===== src/rtl/countdown_timer_32bit_pkg.sv =====
// rtl/countdown_timer_32bit_pkg.sv - shared state encoding and width defaults for the timer family
package countdown_timer_32bit_pkg;

    localparam int DEFAULT_WIDTH     = 32;
    localparam int DEFAULT_OFF_WIDTH = 8;

    typedef enum logic [1:0] {
        ST_IDLE = 2'd0,
        ST_RUN  = 2'd1,
        ST_DONE = 2'd2
    } state_e;

    // Total decrement for one RUN cycle: the base tick plus an optional offset.
    function automatic logic [DEFAULT_WIDTH-1:0] calc_dec(
        input logic                         sub_en,
        input logic [DEFAULT_OFF_WIDTH-1:0] off
    );
        calc_dec = DEFAULT_WIDTH'(1) + (sub_en ? DEFAULT_WIDTH'(off) : '0);
    endfunction

endpackage


===== src/rtl/countdown_timer_32bit_sat_decrement.sv =====
// rtl/countdown_timer_32bit_sat_decrement.sv - saturating subtract of dec from count, with zero flags
module countdown_timer_32bit_sat_decrement #(
    parameter int WIDTH = 32
) (
    input  logic [WIDTH-1:0] count_i,
    input  logic [WIDTH-1:0] dec_i,
    output logic [WIDTH-1:0] next_o,
    output logic             next_zero_o,
    output logic             count_zero_o
);

    logic [WIDTH:0] count_ext;
    logic [WIDTH:0] dec_ext;
    logic           underflow;

    // Compare one bit wider so a large dec can never alias to a small one.
    assign count_ext    = {1'b0, count_i};
    assign dec_ext      = {1'b0, dec_i};
    assign underflow    = (count_ext <= dec_ext);
    assign next_o       = underflow ? '0 : (count_i - dec_i);
    assign next_zero_o  = (next_o == '0);
    assign count_zero_o = (count_i == '0);

endmodule


===== src/rtl/countdown_timer_32bit.sv =====
// rtl/countdown_timer_32bit.sv - loadable saturating down-counter with expiry pulse and optional auto-reload
module countdown_timer_32bit
    import countdown_timer_32bit_pkg::*;
#(
    parameter int WIDTH       = DEFAULT_WIDTH,
    parameter int OFF_WIDTH   = DEFAULT_OFF_WIDTH,
    parameter int AUTO_RELOAD = 0
) (
    input  logic                 clk,
    input  logic                 reset,
    input  logic                 load,
    input  logic [WIDTH-1:0]     loadVal,
    input  logic                 start,
    input  logic                 halt,
    input  logic                 subStart,
    input  logic [OFF_WIDTH-1:0] para,
    output logic [WIDTH-1:0]     count,
    output logic                 zero,
    output logic                 expired,
    output logic                 busy
);

    localparam bit AR_EN = (AUTO_RELOAD != 0);

    state_e           state_q, state_d;
    logic [WIDTH-1:0] count_q, count_d;
    logic [WIDTH-1:0] reload_q, reload_d;
    logic             expired_q, expired_d;
    logic             busy_q;

    logic [WIDTH-1:0] dec_w;
    logic [WIDTH-1:0] next_w;
    logic             next_zero_w;
    logic             count_zero_w;

    assign dec_w = WIDTH'(1) + (subStart ? {{(WIDTH-OFF_WIDTH){1'b0}}, para} : '0);

    countdown_timer_32bit_sat_decrement #(
        .WIDTH(WIDTH)
    ) u_sat_dec (
        .count_i      (count_q),
        .dec_i        (dec_w),
        .next_o       (next_w),
        .next_zero_o  (next_zero_w),
        .count_zero_o (count_zero_w)
    );

    always_comb begin
        state_d   = state_q;
        count_d   = count_q;
        reload_d  = reload_q;
        expired_d = 1'b0;
        if (load) begin
            count_d  = loadVal;
            reload_d = loadVal;
            state_d  = ST_IDLE;
        end else begin
            unique case (state_q)
                ST_IDLE: begin
                    if (start && !count_zero_w) begin
                        state_d = ST_RUN;
                    end
                end
                ST_RUN: begin
                    if (halt) begin
                        state_d = ST_IDLE;
                    end else if (count_zero_w) begin
                        // Reload cycle of auto-reload mode: this cycle is the "+1" of the period.
                        if (reload_q == '0) begin
                            state_d = ST_IDLE;
                        end else begin
                            count_d = reload_q;
                        end
                    end else begin
                        count_d = next_w;
                        if (next_zero_w) begin
                            expired_d = 1'b1;
                            if (!AR_EN) begin
                                state_d = ST_DONE;
                            end
                        end
                    end
                end
                ST_DONE: begin
                    state_d = ST_DONE;
                end
                default: begin
                    state_d = ST_IDLE;
                end
            endcase
        end
    end

    always_ff @(posedge clk) begin
        if (!reset) begin
            state_q   <= ST_IDLE;
            count_q   <= '0;
            reload_q  <= '0;
            expired_q <= 1'b0;
            busy_q    <= 1'b0;
        end else begin
            state_q   <= state_d;
            count_q   <= count_d;
            reload_q  <= reload_d;
            expired_q <= expired_d;
            busy_q    <= (state_d == ST_RUN);
        end
    end

    assign count   = count_q;
    assign zero    = count_zero_w;
    assign expired = expired_q;
    assign busy    = busy_q;

endmodule

===== config.mk =====
export PLATFORM = sky130hd
export DESIGN_NAME = countdown_timer_32bit
export DESIGN_NICKNAME = d
export VERILOG_FILES = /design/src/rtl/countdown_timer_32bit_pkg.sv /design/src/rtl/countdown_timer_32bit_sat_decrement.sv /design/src/rtl/countdown_timer_32bit.sv
export SDC_FILE = /design/constraint.sdc
export NUM_CORES = 1
export LEC_CHECK = 0
export ABC_AREA = 1
export CELL_PAD_IN_SITES_DETAIL_PLACEMENT = 0
export CELL_PAD_IN_SITES_GLOBAL_PLACEMENT = 1
export CORE_MARGIN = 3
export CORE_UTILIZATION = 37
export DETAILED_ROUTE_END_ITERATION = 10
export GPL_TIMING_DRIVEN = 0
export PLACE_DENSITY = 0.77
export REMOVE_ABC_BUFFERS = 1
export SLEW_MARGIN = 40
export SYNTH_ARGS = -nofsm -noshare
export SYNTH_HDL_FRONTEND = slang
export SYNTH_SLANG_ARGS = --single-unit

===== constraint.sdc =====
create_clock -name clk -period 5 [get_ports clk]
set_input_delay 0.75 -clock clk [delete_from_list [all_inputs] [get_ports clk]]
set_output_delay 0.75 -clock clk [all_outputs]
set_load 0.03 [all_outputs]

==> metrics.cfg, run 1 <==
[floorplanning]
die_y_um=120
core-area_um2=12300
die-area_um2=14300
row_count=40
start_util_pct=38.9
die_x_um=120
ios=81

[clock_network]
htree_levels=3
ctsResizeCount=0
root_buffer=clkbuf_16
cts_tree=yes
postCtsSetupBuffers=0
cts.clk_slew.worst_paths_ps=50
clock_sinks=68
insertion_delay_ps=330
numCtsBuffers=9
ctsHoldBuffers=0
clk_path_buf_depth=2

[logic_synthesis]
synthTopCellsByCount=192 x nand2_1, 84 x inv_1, 69 x nand3_1
synth_top_family_by_area=simple AND/OR/NAND/NOR gates
synthAdderAreaFrac_pct=3.03
async_reset_ff_share_pct=0
synth_compound_area_share_pct=17.7
synth-edff-count=0
synth_top_area_share_pct=28.4
synth_area_um2=4790
synth_flop_cell=dfxtp_1
synth.area.mux_share_pct=0
synth_most_common_cell=nand2_1
yosys.area.top_type=dfxtp_1
synthCells=764
synth_area_leaders=dfxtp_1 28%, nand2_1 15%, nand3_1 7.2%, inv_1 6.6%, a21oi_1 5.4%
synth_xor_area_share_pct=0.914
ys_seq_area_share_pct=28.4
avgSynthCellArea_um2=6.27
yosysWarnings=0
synth.distinct_cells=44
synth_simple_gate_area_share_pct=39.3
ys_ff_latch=68

[power_and_ir_drop]
power_density_nw_per_um2=309
leakage_nw=2.65
power.total_mw=1.84
intPower_mw=1.18
switching_share_pct=35.8
vdd_drop_max_v=0.000171
power_frac_clock_pct=32.7
pwr-share-seq_pct=34.3
p_switching_mw=0.657
combPwrFrac_pct=33.1

[cells_and_area]
diodes=0
drive_gt1_share_pct=8.82
area_delta_synth_final_pct=24.0
final_core_util_pct=48.2
num-nets-final=882
fin_cells=996

[critical_path]
path_max_fanout=25
rr_worst_depth=20
arrival_ps=4670
end_kind=register
cp-start-kind=input pin
r2r_end=state_q[0]
reg2reg_from=count[0]
required_ps=5190
path_class=input pin to register
reg2reg_setup_slack_ps=1980

[detailed_routing]
viasPerCell=5.35
wl_per_cell_um=16.4
via_count=5329
drt_iter0_markers=341
firstDrtPassIters=5
drc_errors=0
wl_mm=16.4
ant_nets=0

[sta]
setup_viol=0
drv_slew=0
rsz0062_at_grt=false
timing.fmax_mhz=223
relSlewSlack_pct=46.2
tightest_slew_ps=805
fin_crit_sh_pct=89.6
hold_viol_final=0
fin_crit_ps=4480
finalClockSkew_ps=5.24
finalSetupTns_ps=0

[placed_design]
port_buffers=80
gp_congestion=0.889
place_inst=982
dp_hpwl_mm=12.4

[global_route]
grt_max_degree=52
grt_pass1_vias=4934
grt_util_all_layers_pct=22.9
overflow=0
antenna_found_initial=0
grt_pass1_wl_mm=26.2

[min_path]
min-delay-start=reload_q[27]
holdPathStages=2
hold_path.class=register to register
hold_end=reload_q[27]

[flow_run]
cap_violations=0

[run_status]
status=finished clean

## cells by family after synthesis
group / Yosys count
XOR/XNOR: 5
flip-flops: 68
adder cells (fa/ha/maj): 11
AO/OA/AOI/OAI: 151
AND/OR/NAND/NOR: 402
buffers and inverters: 127
## worst max-delay path by stage
stage / endpoint / slack [ps] / startpoint
after floorplan: busy / 1580 / para[2]
after global placement: reload_q[2] / -10 / reset
after detailed placement: busy / 180 / subStart
after CTS: busy / 520 / subStart
after global routing: busy / 110 / subStart
final: state_q[0] / 520 / subStart
## per-stage QoR
| stage | cell area (um^2) | setup slack [ps] | hold slack [ps] |
|---|---|---|---|
| finish | 5940 | 519 | 462 |
| global route | 5940 | 109 | 489 |
| CTS | 5940 | 522 | 460 |
| detailed placement | 5660 | 178 | 452 |
| global placement | 5650 | -13.8 | 455 |
| floorplan | 4640 | 1580 | 436 |
## layout by cell type, fill, tap and decap left out, types with 3 or more instances in the layout
cell type	synthesis	routed
o211ai_1	8	8
a21oi_1	52	52
clkbuf_16	0	9
nor4_1	5	5
a31oi_1	17	17
nor2_1	60	60
inv_2	11	12
inv_1	84	82
nor3_1	6	6
clkinv_2	0	3
nor2_2	7	7
xor2_1	4	4
o22ai_1	16	16
nor2_4	3	3
nand2_2	9	9
dfxtp_1	68	68
o21ai_0	38	38
nand2_1	192	192
nand3_2	10	10
nand4_1	24	24
clkdlybuf4s50_1	0	78
ha_1	10	10
or2_2	7	7
o21ai_1	11	11
nand3_1	69	69
## power by group through the flow
stage,Clock [mW],Sequential (mW),Combinational [mW]
finish,0.600,0.629,0.608
global route,0.630,0.633,0.678
CTS,0.604,0.628,0.605
detailed placement,0,0.639,0.603
global placement,0,0.638,0.597
floorplan,0,0.658,0.366
## area by class of cell
| cell class | instances | area (um^2) |
|---|---|---|
| multi-input combinational | 569 | 2920 |
| clock inverter | 3 | 40.0 |
| fill | 1316 | 6370 |
| timing repair buffer | 81 | 811 |
| sequential | 68 | 1360 |
| clock buffer | 11 | 233 |
| inverter | 96 | 362 |
| tap | 168 | 210 |
## per-layer routing
metal	wire [um]	share of wire, %	track usage (%)	vias up
li1	-	-	-	2677
met1	8170	50	34.9	2468
met2	6940	42	33.5	168
met3	1050	6.4	3.82	16
met4	197	1.2	5.51	0
met5	0	0	0	-
## flip-flops by register name (all words and copies together) (netlist names)
register / cells
reload_q: 32
expired: 1
state_q: 2
busy: 1
count: 32
## worst max-delay path, cell delays in order
cell and delay [ps]:
clkdlybuf4s50_1 620, nand2_1 160, nor3_1 360, nand4_1 210
o211ai_1 210, o31a_1 160, ha_1 280, nand2_2 120
inv_1 70, a21oi_2 140, nand2_2 90, nand2_4 130
nand2_2 80, nand2_2 80, nand2_4 220, nand3_1 240
nand2_1 80, nor2_1 120, nand2_1 110, nor2_2 210
nand2_1 70, nand2_1 80, a21oi_1 70
Power figures use the tool's default switching activity.
==> inputs of run 2 (changes only) <==
--- a/config.mk
+++ b/config.mk
@@ -8,6 +8,7 @@
 export ABC_AREA = 1
 export CELL_PAD_IN_SITES_DETAIL_PLACEMENT = 0
 export CELL_PAD_IN_SITES_GLOBAL_PLACEMENT = 1
+export CORE_ASPECT_RATIO = 0.9
 export CORE_MARGIN = 3
 export CORE_UTILIZATION = 37
 export DETAILED_ROUTE_END_ITERATION = 10
==> metrics.cfg, run 2 (same netlist as run 1, synthesis figures left out) <==
[cells_and_area]
stdcell_area_um2=5970
drive_gt1_share_pct=9.05
mostFrequentLayoutCells=192 x nand2_1, 82 x inv_1, 78 x clkdlybuf4s50_1, 69 x nand3_1, 68 x dfxtp_1
area_delta_synth_final_pct=24.6
nFillCells=1295
final_core_util_pct=48.3
regArea_um2=1360
num-nets-final=882
diodes=0
multi_input_area_um2=2920
final_common_cell=nand2_1

[placed_design]
port_buffers=80
postPlaceCellArea_um2=5660
dp_hpwl_mm=12.7
place_ws_ps=151
gp_congestion=0.902

[sta]
rsz0062_at_grt=false
finalClockSkew_ps=5.35
worst_slack_ps=503
tightest_slew_ps=768
finalSetupTns_ps=0
timing.fmax_mhz=222
relSlewSlack_pct=48.5
setup_viol=0
drv_slew=0
fin_crit_ps=4500
fin_crit_sh_pct=89.9
hold_viol_final=0

[critical_path]
path_max_fanout=25
cp_slowest_cell=clkdlybuf4s50_1
cp-start-kind=input pin
cpPeakStageDelay_ps=630
end_kind=register
cp_cell_sequence=clkdlybuf4s50_1 -> nand2_1 -> nor3_1 -> nand4_1 -> o211ai_1 -> o31a_1 -> ha_1 -> nand2_2 -> inv_1 -> a21oi_2 -> nand2_2 -> nand2_4 -> nand2_2 -> nand2_2 -> nand2_4 -> nand3_1 -> nand2_1 -> nor2_1 -> nand2_1 -> nor2_2 -> nand2_1 -> nand2_1 -> a21oi_1
worst-path-buf-inv=2
critPathMostFrequentCell=nand2_1
arrival_ps=4680
path_class=input pin to register
required_ps=5190
cp_top_family=simple AND/OR/NAND/NOR gates

[floorplanning]
core-area_um2=12400
ios=81
die-area_um2=14300
start_util_pct=38.7
row_count=38
die_x_um=126
die_y_um=114

[clock_network]
cts.clk_slew.worst_paths_ps=50
htree_levels=3
numCtsBuffers=9
cts_tree=yes
clock_sinks=68
root_buffer=clkbuf_16
ctsResizeCount=0
clk_path_buf_depth=2
insertion_delay_ps=330
ctsHoldBuffers=0
postCtsSetupBuffers=0

[detailed_routing]
wl_mm=16.6
viasPerCell=5.47
firstDrtPassIters=5
drt_iter0_markers=476
ant_nets=0
wl_per_cell_um=16.8
drc_errors=0
via_count=5414

[global_route]
antenna_found_initial=0
grt_max_degree=52
grt_pass1_vias=5017
grt_util_all_layers_pct=23.0
grt_pass1_wl_mm=26.2
overflow=0

[min_path]
hold_path.class=register to register

[flow_run]
cap_violations=0

[power_and_ir_drop]
power_density_nw_per_um2=316
vdd_drop_max_v=0.000211
leakage_nw=2.67

[run_status]
status=finished clean

[run 2: changes by cell type in the layout (fill, tap and decap cells not counted), sizes merged]
cell    before  now
clkinv       4    3
clkbuf      11   14
inv         94   93
[run 2: path summary, 6_finish.rpt]
kind / to / startpoint / cells after the start / slack (ps)
max: busy / subStart / 23 / 500
min: reload_q[7] / reload_q[7] / 2 / 460
max reg2reg: busy / count[0] / 20 / 1960
min reg2reg: reload_q[7] / reload_q[7] / 2 / 460
[run 2: area by class of cell]
| type | instances | area share [%] |
|---|---|---|
| Inverter | 96 | 6.08 |
| Tap cell | 160 | 3.35 |
| Multi-Input combinational cell | 569 | 49.0 |
| Timing Repair Buffer | 81 | 13.7 |
| Clock buffer | 14 | 4.59 |
| Clock inverter | 1 | 0.503 |
| Sequential cell | 68 | 22.8 |
[run 2: metrics by stage]
step	hold WS, ps	power, mW	instances
after floorplan	436	1.02	733
after global placement	453	1.24	973
after detailed placement	452	1.24	974
after CTS	458	1.89	989
after global routing	491	1.99	989
final	459	1.89	989
[run 2: tightest hold or removal path: cells and delay by family, from the launching register on]
family,cells,cell delay [ps]
DFF,1,310
and+or+nand+nor,2,100
[run 2: layer usage]
layer  share of wire, %  GRT usage [%]
met3                7.3           3.18
met1                 50           35.5
met2                 41           33.3
met5                  0              0
met4                1.2           5.79
[run 2: power breakdown]
part / internal [mW] / total [mW] / leakage (nW) / switching [mW]
clock: 0.424 / 0.647 / 0.149 / 0.222
combinational: 0.223 / 0.612 / 1.95 / 0.389
sequential: 0.579 / 0.630 / 0.562 / 0.0510
total: 1.23 / 1.89 / 2.67 / 0.663
